### src/rtl/ps2_host_ctrl_if.sv
// User-side handshake bundle for ps2_host_ctrl: transmit request/response
// and received-byte reporting. The controller takes the slave modport, the
// user logic (or a bench) takes the master modport.
interface ps2_host_ctrl_if;
  logic       tx_valid;
  logic [7:0] tx_data;
  logic       tx_ready;
  logic       tx_done;
  logic       tx_ack_err;
  logic       rx_valid;
  logic [7:0] rx_data;
  logic       rx_err;
  logic       busy;

  modport master (
    output tx_valid, tx_data,
    input  tx_ready, tx_done, tx_ack_err, rx_valid, rx_data, rx_err, busy
  );

  modport slave (
    input  tx_valid, tx_data,
    output tx_ready, tx_done, tx_ack_err, rx_valid, rx_data, rx_err, busy
  );
endinterface

### src/rtl/ps2_host_ctrl.sv
// PS/2 host line controller. Owns the open-collector clock/data pair,
// receives device frames (start, 8 data LSB first, odd parity, stop) and
// transmits host frames with the inhibit / request-to-send sequence.
// Optional feature: define PS2_TIMEOUT_EN to abort a frame when the PS/2
// clock stalls for TIMEOUT_TICKS cycles mid-frame.
module ps2_host_ctrl #(
  parameter int FILTER_LEN    = 4,
  parameter int INHIBIT_TICKS = 5000,
  parameter int TIMEOUT_TICKS = 100000
) (
  input  logic clk,
  input  logic rst_n,
  input  logic ps2_clk_i,
  input  logic ps2_dat_i,
  output logic ps2_clk_oe,
  output logic ps2_dat_oe,
  ps2_host_ctrl_if.slave bus
);

  typedef enum logic [2:0] {IDLE, RX, TX_INH, TX_RTS, TX_DATA, TX_ACK, WAIT_IDLE} state_t;

  localparam int INH_W = $clog2(INHIBIT_TICKS + 1);

  // Filtered line levels: bit 0 = PS/2 clock, bit 1 = PS/2 data.
  logic [1:0] pin_in;
  logic [1:0] filt;
  assign pin_in = {ps2_dat_i, ps2_clk_i};

  genvar gi;
  generate
    for (gi = 0; gi < 2; gi++) begin : g_line
      logic                  s1_reg, s2_reg, f_reg;
      logic [FILTER_LEN-1:0] hist_reg;
      // Synchronise the pin, then only follow it after FILTER_LEN equal samples.
      always_ff @(posedge clk or negedge rst_n) begin
        if (!rst_n) begin
          s1_reg   <= 1'b1;
          s2_reg   <= 1'b1;
          hist_reg <= '1;
          f_reg    <= 1'b1;
        end else begin
          s1_reg   <= pin_in[gi];
          s2_reg   <= s1_reg;
          hist_reg <= {hist_reg[FILTER_LEN-2:0], s2_reg};
          if (&hist_reg)
            f_reg <= 1'b1;
          else if (~|hist_reg)
            f_reg <= 1'b0;
        end
      end
      assign filt[gi] = f_reg;
    end
  endgenerate

  logic clk_f, dat_f, clk_prev_reg, fall;
  assign clk_f = filt[0];
  assign dat_f = filt[1];
  assign fall  = clk_prev_reg & ~clk_f;

  state_t            state_reg, state_next;
  logic [3:0]        bit_cnt_reg, bit_cnt_next;
  logic [10:0]       shift_reg, shift_next;
  logic [INH_W-1:0]  tick_reg, tick_next;
  logic              clk_oe_reg, clk_oe_next, dat_oe_reg, dat_oe_next;
  logic [7:0]        rx_data_reg, rx_data_next;
  logic              rx_valid_reg, rx_valid_next, rx_err_reg, rx_err_next;
  logic              tx_done_reg, tx_done_next, ack_err_reg, ack_err_next;
  logic [10:0]       frame;

  // RX frame as it will look once the current data sample is shifted in.
  assign frame = {dat_f, shift_reg[10:1]};

`ifdef PS2_TIMEOUT_EN
  localparam int TO_W = $clog2(TIMEOUT_TICKS + 1);
  logic [TO_W-1:0] to_reg, to_next;
  logic            clk_edge, to_active;
  assign clk_edge  = clk_prev_reg ^ clk_f;
  assign to_active = (state_reg == RX) || (state_reg == TX_DATA) || (state_reg == TX_ACK);

  // Stall counter: runs mid-frame, cleared by any filtered clock edge.
  always_comb to_next = (to_active && !clk_edge) ? to_reg + TO_W'(1) : '0;

  // Stall counter register.
  always_ff @(posedge clk or negedge rst_n) begin
    if (!rst_n) to_reg <= '0;
    else        to_reg <= to_next;
  end
`endif

  // Next-state and next-output logic for the frame sequencer.
  always_comb begin
    state_next    = state_reg;
    bit_cnt_next  = bit_cnt_reg;
    shift_next    = shift_reg;
    tick_next     = tick_reg;
    clk_oe_next   = clk_oe_reg;
    dat_oe_next   = dat_oe_reg;
    rx_data_next  = rx_data_reg;
    rx_valid_next = 1'b0;
    rx_err_next   = 1'b0;
    tx_done_next  = 1'b0;
    ack_err_next  = 1'b0;
    case (state_reg)
      IDLE: begin
        clk_oe_next = 1'b0;
        dat_oe_next = 1'b0;
        if (fall) begin
          // Device start bit wins over a simultaneous host request.
          state_next   = RX;
          bit_cnt_next = 4'd1;
          shift_next   = frame;
        end else if (bus.tx_valid) begin
          state_next  = TX_INH;
          shift_next  = {2'b11, ~^bus.tx_data, bus.tx_data};
          tick_next   = '0;
          clk_oe_next = 1'b1;
        end
      end
      RX: begin
        if (fall) begin
          shift_next   = frame;
          bit_cnt_next = bit_cnt_reg + 4'd1;
          if (bit_cnt_reg == 4'd10) begin
            state_next = WAIT_IDLE;
            if (!frame[0] && (^frame[9:1]) && frame[10]) begin
              rx_data_next  = frame[8:1];
              rx_valid_next = 1'b1;
            end else begin
              rx_err_next = 1'b1;
            end
          end
        end
      end
      TX_INH: begin
        tick_next = tick_reg + INH_W'(1);
        if (tick_reg == INH_W'(INHIBIT_TICKS - 1)) begin
          state_next  = TX_RTS;
          dat_oe_next = 1'b1;
        end
      end
      TX_RTS: begin
        clk_oe_next  = 1'b0;
        bit_cnt_next = 4'd0;
        state_next   = TX_DATA;
      end
      TX_DATA: begin
        if (fall) begin
          dat_oe_next  = ~shift_reg[0];
          shift_next   = {1'b1, shift_reg[10:1]};
          bit_cnt_next = bit_cnt_reg + 4'd1;
          if (bit_cnt_reg == 4'd9) state_next = TX_ACK;
        end
      end
      TX_ACK: begin
        if (fall) begin
          tx_done_next = 1'b1;
          ack_err_next = dat_f;
          state_next   = WAIT_IDLE;
        end
      end
      WAIT_IDLE: begin
        clk_oe_next = 1'b0;
        dat_oe_next = 1'b0;
        if (clk_f && dat_f) state_next = IDLE;
      end
      default: state_next = IDLE;
    endcase
`ifdef PS2_TIMEOUT_EN
    if (to_active && !clk_edge && to_reg == TO_W'(TIMEOUT_TICKS - 1)) begin
      state_next  = WAIT_IDLE;
      clk_oe_next = 1'b0;
      dat_oe_next = 1'b0;
      if (state_reg == RX) begin
        rx_err_next = 1'b1;
      end else begin
        tx_done_next = 1'b1;
        ack_err_next = 1'b1;
      end
    end
`endif
  end

  // State, datapath and registered pin/pulse outputs.
  always_ff @(posedge clk or negedge rst_n) begin
    if (!rst_n) begin
      state_reg    <= IDLE;
      clk_prev_reg <= 1'b1;
      bit_cnt_reg  <= '0;
      shift_reg    <= '0;
      tick_reg     <= '0;
      clk_oe_reg   <= 1'b0;
      dat_oe_reg   <= 1'b0;
      rx_data_reg  <= '0;
      rx_valid_reg <= 1'b0;
      rx_err_reg   <= 1'b0;
      tx_done_reg  <= 1'b0;
      ack_err_reg  <= 1'b0;
    end else begin
      state_reg    <= state_next;
      clk_prev_reg <= clk_f;
      bit_cnt_reg  <= bit_cnt_next;
      shift_reg    <= shift_next;
      tick_reg     <= tick_next;
      clk_oe_reg   <= clk_oe_next;
      dat_oe_reg   <= dat_oe_next;
      rx_data_reg  <= rx_data_next;
      rx_valid_reg <= rx_valid_next;
      rx_err_reg   <= rx_err_next;
      tx_done_reg  <= tx_done_next;
      ack_err_reg  <= ack_err_next;
    end
  end

  assign ps2_clk_oe     = clk_oe_reg;
  assign ps2_dat_oe     = dat_oe_reg;
  assign bus.tx_ready   = rst_n & (state_reg == IDLE) & ~fall;
  assign bus.tx_done    = tx_done_reg;
  assign bus.tx_ack_err = ack_err_reg;
  assign bus.rx_valid   = rx_valid_reg;
  assign bus.rx_data    = rx_data_reg;
  assign bus.rx_err     = rx_err_reg;
  assign bus.busy       = (state_reg != IDLE);

endmodule

### src/flat_wrapper.sv
// flat-port wrapper written by rule: the top's interface ports become plain ports
module ps2_host_ctrl_flat 
#(
  parameter int FILTER_LEN    = 4,
  parameter int INHIBIT_TICKS = 5000,
  parameter int TIMEOUT_TICKS = 100000
)
  (clk, rst_n, ps2_clk_i, ps2_dat_i, ps2_clk_oe, ps2_dat_oe, bus_tx_valid, bus_tx_data, bus_tx_ready, bus_tx_done, bus_tx_ack_err, bus_rx_valid, bus_rx_data, bus_rx_err, bus_busy);
  ps2_host_ctrl_if bus_i ();
  input  logic clk;
  input  logic rst_n;
  input  logic ps2_clk_i;
  input  logic ps2_dat_i;
  output logic ps2_clk_oe;
  output logic ps2_dat_oe;
  input wire logic [$bits(bus_i.tx_valid)-1:0] bus_tx_valid;
  input wire logic [$bits(bus_i.tx_data)-1:0] bus_tx_data;
  output wire logic [$bits(bus_i.tx_ready)-1:0] bus_tx_ready;
  output wire logic [$bits(bus_i.tx_done)-1:0] bus_tx_done;
  output wire logic [$bits(bus_i.tx_ack_err)-1:0] bus_tx_ack_err;
  output wire logic [$bits(bus_i.rx_valid)-1:0] bus_rx_valid;
  output wire logic [$bits(bus_i.rx_data)-1:0] bus_rx_data;
  output wire logic [$bits(bus_i.rx_err)-1:0] bus_rx_err;
  output wire logic [$bits(bus_i.busy)-1:0] bus_busy;
  assign bus_i.tx_valid = bus_tx_valid;
  assign bus_i.tx_data = bus_tx_data;
  assign bus_tx_ready = bus_i.tx_ready;
  assign bus_tx_done = bus_i.tx_done;
  assign bus_tx_ack_err = bus_i.tx_ack_err;
  assign bus_rx_valid = bus_i.rx_valid;
  assign bus_rx_data = bus_i.rx_data;
  assign bus_rx_err = bus_i.rx_err;
  assign bus_busy = bus_i.busy;
  ps2_host_ctrl #(.FILTER_LEN(FILTER_LEN), .INHIBIT_TICKS(INHIBIT_TICKS), .TIMEOUT_TICKS(TIMEOUT_TICKS)) u_core (.clk(clk), .rst_n(rst_n), .ps2_clk_i(ps2_clk_i), .ps2_dat_i(ps2_dat_i), .ps2_clk_oe(ps2_clk_oe), .ps2_dat_oe(ps2_dat_oe), .bus(bus_i));
endmodule
### config.mk
export PLATFORM = sky130hd
export DESIGN_NAME = ps2_host_ctrl_flat
export DESIGN_NICKNAME = d
export VERILOG_FILES = /design/src/rtl/ps2_host_ctrl_if.sv /design/src/rtl/ps2_host_ctrl.sv /design/src/flat_wrapper.sv
export SDC_FILE = /design/constraint.sdc
export NUM_CORES = 1
export LEC_CHECK = 0
export CAP_MARGIN = 20
export CORE_ASPECT_RATIO = 1.4
export CORE_UTILIZATION = 61
export CTS_CLUSTER_DIAMETER = 120
export DETAILED_ROUTE_END_ITERATION = 10
export PLACE_DENSITY_LB_ADDON = 0.05
export SLEW_MARGIN = 20
export SYNTH_ARGS = -nofsm -noshare
export SYNTH_HDL_FRONTEND = slang
export SYNTH_SLANG_ARGS = --single-unit
### constraint.sdc
create_clock -name clk -period 5.11 [get_ports clk]
set_input_delay 1.022 -clock clk [delete_from_list [all_inputs] [get_ports clk]]
set_output_delay 1.022 -clock clk [all_outputs]
set_load 0.01 [all_outputs]
# == Yosys cells after proc, flatten, opt, wreduce, memory -nomap -nowiden ==
# Index checks and enable logic that the tools add are counted.
# word_totals
regBits,60
word_cells,120
# op_classes
n_addsub,2
n_eq_ne,23
mux,43
bitwise_logic,6
reduce_logical,26
# op_table
op,n
two-way mux 11 bit,4
case mux 11 bit (3 select lines),1
two-way mux 3 bit,9
two-way mux 13 bit,2
case mux 13 bit (2 select lines),1
!= test 2 x 1 -> 1 bit (second input constant),11
case mux 3 bit (7 select lines),1
two-way mux 1 bit,20
AND reduction 4 bit,4
adder 13 x 1 -> 13 bit (second input constant),1
== test 13 bit (second input constant),1
case mux 4 bit (3 select lines),1
nonzero test 3 bit,4
== test 3 bit (second input constant),3
AND reduction 3 bit,3
parity 9 bit,1
== test 4 bit (second input constant),2
two-way mux 4 bit,2
AND reduction 8 bit,1
OR reduction 4 bit,2
XNOR reduction 8 bit,1
== test 3 x 2 -> 1 bit (second input constant),2
OR reduction 2 bit,3
adder 4 x 1 -> 4 bit (second input constant),1
other kinds (11),19

# == Longest topological paths before layout ==
# Gate-level depths: netlist (run 1).
# logic_depth
depth_word,7
ltp_mapped,7

# == Least setup slack after synthesis (run 1) ==
# OpenSTA, ideal clock, no wires.
# synth_timing
kind,register to output
start,"register u_core.g_line[0].f_reg, in the netlist u_core.clk_f"
end,output port bus_tx_ready
t_arrival_ps,1256
required_ps,4088
slack_ps,2832
path_stages_with_launch,4
n_path_buf,1
path_cell_list,dfstp_2 -> nand2b_1 -> clkbuf_1 -> and3_1
# synth_between
elab_chain_len,4
# synth_rtl
element,line,text
start: declaration,ps2_host_ctrl.sv:32,"logic s1_reg, s2_reg, f_reg;"
start signal: assignment,ps2_host_ctrl.sv:40,f_reg <= 1'b1;
start signal: assignment,ps2_host_ctrl.sv:46,f_reg <= 1'b1;
start signal: assignment,ps2_host_ctrl.sv:48,f_reg <= 1'b0;
NOT 1 bit,ps2_host_ctrl.sv:58,assign fall = clk_prev_reg & ~clk_f;
bitwise AND 1 bit,ps2_host_ctrl.sv:58,
NOT 1 bit,ps2_host_ctrl.sv:216,assign bus.tx_ready = rst_n & (state_reg == IDLE) & ~fall;
bitwise AND 1 bit,ps2_host_ctrl.sv:216,
end: declaration,flat_wrapper.sv:18,output wire logic [$bits(bus_i.tx_ready)-1:0] bus_tx_ready;
# Every way passes these cells.

# == Worst setup path in the final report (run 1) ==
# Ends and elaborated chain as after synthesis.

==> results of run 1 <==
-- critical path: stages, from the launching register on --
cell             delay [ns]
dfstp_2                0.59
nand2b_1               0.50
and3_1                 0.23
clkdlybuf4s50_1        0.53
-- area by class of cell --
cell class	count	area (um2)
sequential	60	1520
multi-input combinational	192	1305
fill	345	1125
timing repair buffer	29	282.8
clock buffer	13	191.4
tap	62	77.57
inverter	5	18.77
clock inverter	3	15.01
-- Yosys cell counts, drive strengths merged (4+ instances only) --
master  number
mux2         9
dfstp       15
and3         5
inv          5
nand2b       7
nand3        5
clkbuf       9
nand4        4
mux2i        9
o21ai       17
dfrtp       45
a31oi        6
nor3         9
nor2        22
ha           4
xnor2       22
a21oi       11
nand2       18
nor2b        4
-- power by group --
part / switching, mW / total [mW] / internal [mW]
Sequential: 0.0126 / 0.506 / 0.493
Clock: 0.180 / 0.426 / 0.246
Combinational: 0.0426 / 0.0834 / 0.0409
-- cells by family after synthesis --
family	after synthesis	synth area share, %
xor+xnor	25	8.308
fa+ha+maj	4	1.731
flops	60	52.57
buf+inv	17	2.423
compound gates	51	10.77
simple gates	94	17.57
mux	18	6.621
-- worst paths after layout --
check                                          endpoint  depth (start not counted)  slack [ns]
max                                        bus_tx_ready                          3        1.90
min                        u_core.g_line[1].hist_reg[0]                          0        0.36
max reg2reg                       u_core.bus.rx_data[1]                          5        2.67
min reg2reg                u_core.g_line[1].hist_reg[0]                          0        0.36
max in group asynchronous            u_core.tick_reg[7]                          2        3.75
min in group asynchronous         u_core.bit_cnt_reg[0]                          2        0.85
-- per-layer routing --
layer  wire length (um)  up-vias
met5                  0        -
li1                   -     1010
met2               2633       55
met4                 98        0
met3                192       11
met1               2394      997
-- metrics by stage --
stage / util (%) / cell area, um2 / setup slack (ns)
3_3_place_gp: 70.57 / 3201 / 2.170
6_report: 75.20 / 3411 / 1.902
5_1_grt: 75.20 / 3411 / 1.772
4_1_cts: 75.12 / 3407 / 1.898
2_1_floorplan: - / 2892 / 2.832
3_5_place_dp: 70.57 / 3201 / 2.141
==> impl_metrics.ini, run 1 <==
[finish]
antenna_cells = 0
layout_commonest_cell = dfrtp_1
area_growth_syn_to_layout_pct = 17.96
final_nets = 314
final_cells = 364
final_cell_mix = dfrtp_1, clkdlybuf4s50_1, nor2_1
drive_gt1_share_pct = 14.57
largest_register_ff_count = 13

[clock_network]
cts_made_buffers = 9
cts_hold_buf = 0
post-cts-setup-buffer-count = 0
cts_buffer_depth = 2
clk_pin_slew_worst_paths_ns = 0.07
htree_num_levels = 3
cts.sink_count = 60
cts_tree = done
cts_root_buffer = clkbuf_8
clock_latency_ns = 0.33
cts_resized = 0

[setup_path]
startpoint = u_core.clk_f
r2r_start = u_core.state_reg[0]
critPathCaptureType = output port
start_kind = flip-flop
worstSetupPathType = reg -> out
crit_fanout = 16
worstPathRequired_ns = 4.09
crit_arrival_ns = 2.19

[sta]
period_minus_slack_ns = 3.208
slew_violations = 0
fmaxAchievable_ghz = 0.3117
fin_skew_ns = 0.005764
setup_viol = 0
fin_crit_sh_pct = 62.78
finalHoldViolCount = 0
tightest_slew_ns = 1.085
whs_ns = 0.3564
fin_tns_setup_ns = 0
rsz0062_at_grt = false
relSlewSlack_pct = 27.15

[run]
maxCapViolCount = 0

[drt]
routed_wl_um = 5319
via_count = 2073
initialDrtViolationCount = 201
wl_per_cell_um = 14.61
ant_nets = 0
vias_per_cell = 5.695
drc = 0
drtPass1Iterations = 4

[global_routing]
grt_busiest_layer = met2
grt_max_degree = 61
met3_usage_pct = 7.442
grt_usage_pct = 24.58
gr-total-overflow = 0
grt_pass1_wl_um = 9170
grt_pass1_vias = 1980
antenna_found_initial = 0
grtUsageMet2_pct = 35.46
met1_usage_pct = 34.22

[floorplanning]
die_area_um2 = 5024
die_height_um = 83.47
die_w_um = 60.19
io_pins = 29
core_area_um2 = 4536
initial_core_util_pct = 63.75
rows = 29

[yosys]
synth.avg_cell_area_um2 = 10.75
ys_seq_area_share_pct = 52.57
synth_top_area_cell = dfrtp_1
synth_area_leaders = dfrtp_1, dfstp_2, xnor2_1
synth_top_cell_area_share_pct = 38.94
syn_inst = 269
syn_area_um2 = 2892
synth-edff-count = 0
synth_top_flop_cell = dfrtp_1
async_flop_share_pct = 100.0
ys_ff_latch = 60
yosysWarnings = 0
syn_nets = 286
yosysUniqueCellTypes = 47

[power_and_ir_drop]
power.total_mw = 1.016
power_density_nw_per_um2 = 297.8
leakagePower_nw = 1.440
ir_drop_mv = 0.2612

[placement]
dp_hpwl_um = 3461
routabilityCongestion = 0.8165
placed_cells = 348
portBuffers = 28

[worst_hold_path]
hold_start = u_core.g_line[1].s2_reg
min_path_type = reg -> reg

[outcome]
outcome = complete, no violations
(Power assumes the default switching activity.)
==> run 2: changes to the inputs <==
CORE_UTILIZATION = 51   (was 61)
clock period = 2.6 ns   (was 5.11 ns; I/O delays follow)
==> impl_metrics.ini, run 2 (synthesized netlist as in run 1, its figures left out) <==
[outcome]
outcome = complete, no violations

[sta]
rsz0062_at_grt = false
setup_viol = 0
fmaxAchievable_ghz = 0.4132
period_minus_slack_ns = 2.420
fin_skew_ns = 0.008824
fin_crit_sh_pct = 93.09
fin_tns_setup_ns = 0
slew_violations = 0
finalHoldViolCount = 0
tightest_slew_ns = 0.7456
relSlewSlack_pct = 50.30

[power_and_ir_drop]
clkPwrFrac_pct = 40.9
p_switching_mw = 0.5041
switching_share_pct = 25.65
seq_power_share_pct = 50.6
ir_drop_mv = 0.3962
leakagePower_nw = 1.476
power_density_nw_per_um2 = 567.8
combPwrFrac_pct = 8.5
intPower_mw = 1.461

[setup_path]
cp_slowest_stage_delay_ns = 0.60
crit_arrival_ns = 1.90
critPathCaptureType = output port
crit_fanout = 7
crit_chain = nand2b_1 > and3_1 > clkdlybuf4s50_1
worstPathRequired_ns = 2.08
worstSetupPathType = reg -> out
start_kind = flip-flop
crit_slowest_cell = dfstp_2

[global_routing]
antenna_found_initial = 0
grt_max_degree = 61
grt_pass1_vias = 2114
grt_pass1_wl_um = 9811
gr-total-overflow = 0
grt_usage_pct = 21.69

[drt]
routed_wl_um = 5552
initialDrtViolationCount = 175
wl_per_cell_um = 14.69
via_count = 2060
drc = 0
vias_per_cell = 5.450
drtPass1Iterations = 4
ant_nets = 0

[clock_network]
cts_root_buffer = clkbuf_8
htree_num_levels = 3
cts_hold_buf = 0
cts_buffer_depth = 2
clock_latency_ns = 0.34
clk_pin_slew_worst_paths_ns = 0.08
cts_tree = done
cts.sink_count = 60
post-cts-setup-buffer-count = 0
cts_resized = 0
cts_made_buffers = 9

[placement]
routabilityCongestion = 0.8351
placed_cells = 362
portBuffers = 28
dp_hpwl_um = 3715

[finish]
drive_gt1_share_pct = 16.77
final_cells = 378
layout_commonest_cell = dfrtp_1
largest_register_ff_count = 13
area_growth_syn_to_layout_pct = 19.69
antenna_cells = 0
final_cell_mix = dfrtp_1, clkdlybuf4s50_1, nor2_1
final_nets = 322

[floorplanning]
io_pins = 29
rows = 32
die_w_um = 65.64
die_height_um = 91.09
initial_core_util_pct = 52.71
core_area_um2 = 5485
die_area_um2 = 5979

[worst_hold_path]
min_path_type = in -> async

[run]
maxCapViolCount = 0
==> run 2: changes by cell type in the layout (fill, tap and decap cells not counted) <==
cell	previous run	this run
buf_4	1	9
clkinv_2	3	1
clkinv_4	0	2
inv_4	0	2
clkbuf_1	1	0
clkbuf_16	2	1
clkbuf_8	10	9
inv_6	0	1
o21bai_1	0	1
o21bai_2	1	0
==> run 2: area by class of cell <==
cell class	instances	area, um2
well taps	68	85.08
clock inverters	6	43.79
flip-flops and latches	60	1520
inverters	5	18.77
repair buffers	37	342.8
multi-input cells	192	1301
fillers	458	2024
clock buffers	10	148.9
==> run 2: worst paths after layout <==
| kind | start | end | slack, ns | cells after the start |
|---|---|---|---|---|
| max | u_core.clk_f | bus_tx_ready | 0.18 | 3 |
| max reg2reg | u_core.shift_reg[7] | u_core.bus.rx_data[0] | 0.45 | 5 |
| max in group asynchronous | rst_n | u_core.tick_reg[10] | 1.75 | 2 |
| min in group clk | u_core.g_line[1].s2_reg | u_core.g_line[1].hist_reg[0] | 0.36 | 0 |
| min reg2reg | u_core.g_line[1].s2_reg | u_core.g_line[1].hist_reg[0] | 0.36 | 0 |
| min | rst_n | u_core.bit_cnt_reg[2] | 0.34 | 2 |
==> run 2: worst max-delay path: cells and delay by family, from the launching register on <==
family,cells,cell delay (ns)
buf+inv,1,0.52
flops,1,0.60
simple gates,2,0.44
==> run 2: per-layer routing <==
| metal | share of wire [%] | up-vias | GRT usage (%) |
|---|---|---|---|
| li1 | - | 1022 | - |
| met1 | 47 | 998 | 28.11 |
| met2 | 48 | 32 | 33.93 |
| met3 | 2.8 | 8 | 5.528 |
| met4 | 1.8 | 0 | 9.058 |
| met5 | 0 | - | 0 |
==> run 2: stage by stage <==
stage | util, % | cell area [um2] | power [mW] | worst slack (ns) | hold WS [ns]
final | 63.09 | 3461 | 1.965 | 0.1797 | 0.3374
after global routing | 63.09 | 3461 | 2.056 | 0.07208 | 0.3594
after CTS | 63.09 | 3461 | 1.990 | 0.1596 | 0.3581
after detailed placement | 59.58 | 3268 | 1.181 | 0.4507 | 0.3468
after global placement | 59.58 | 3268 | 1.177 | 0.4983 | 0.3466
after floorplan | - | 2892 | 1.116 | 0.6981 | 0.2244
==> run 2: power by group through the flow <==
stage                     combinational [mW]  clock [mW]  sequential, mW
after floorplan                        0.113           0            1.00
after global placement                 0.168           0            1.01
after detailed placement               0.170           0            1.01
after CTS                              0.170       0.825           0.995
after global routing                   0.188       0.869           0.999
final                                  0.168       0.804           0.994
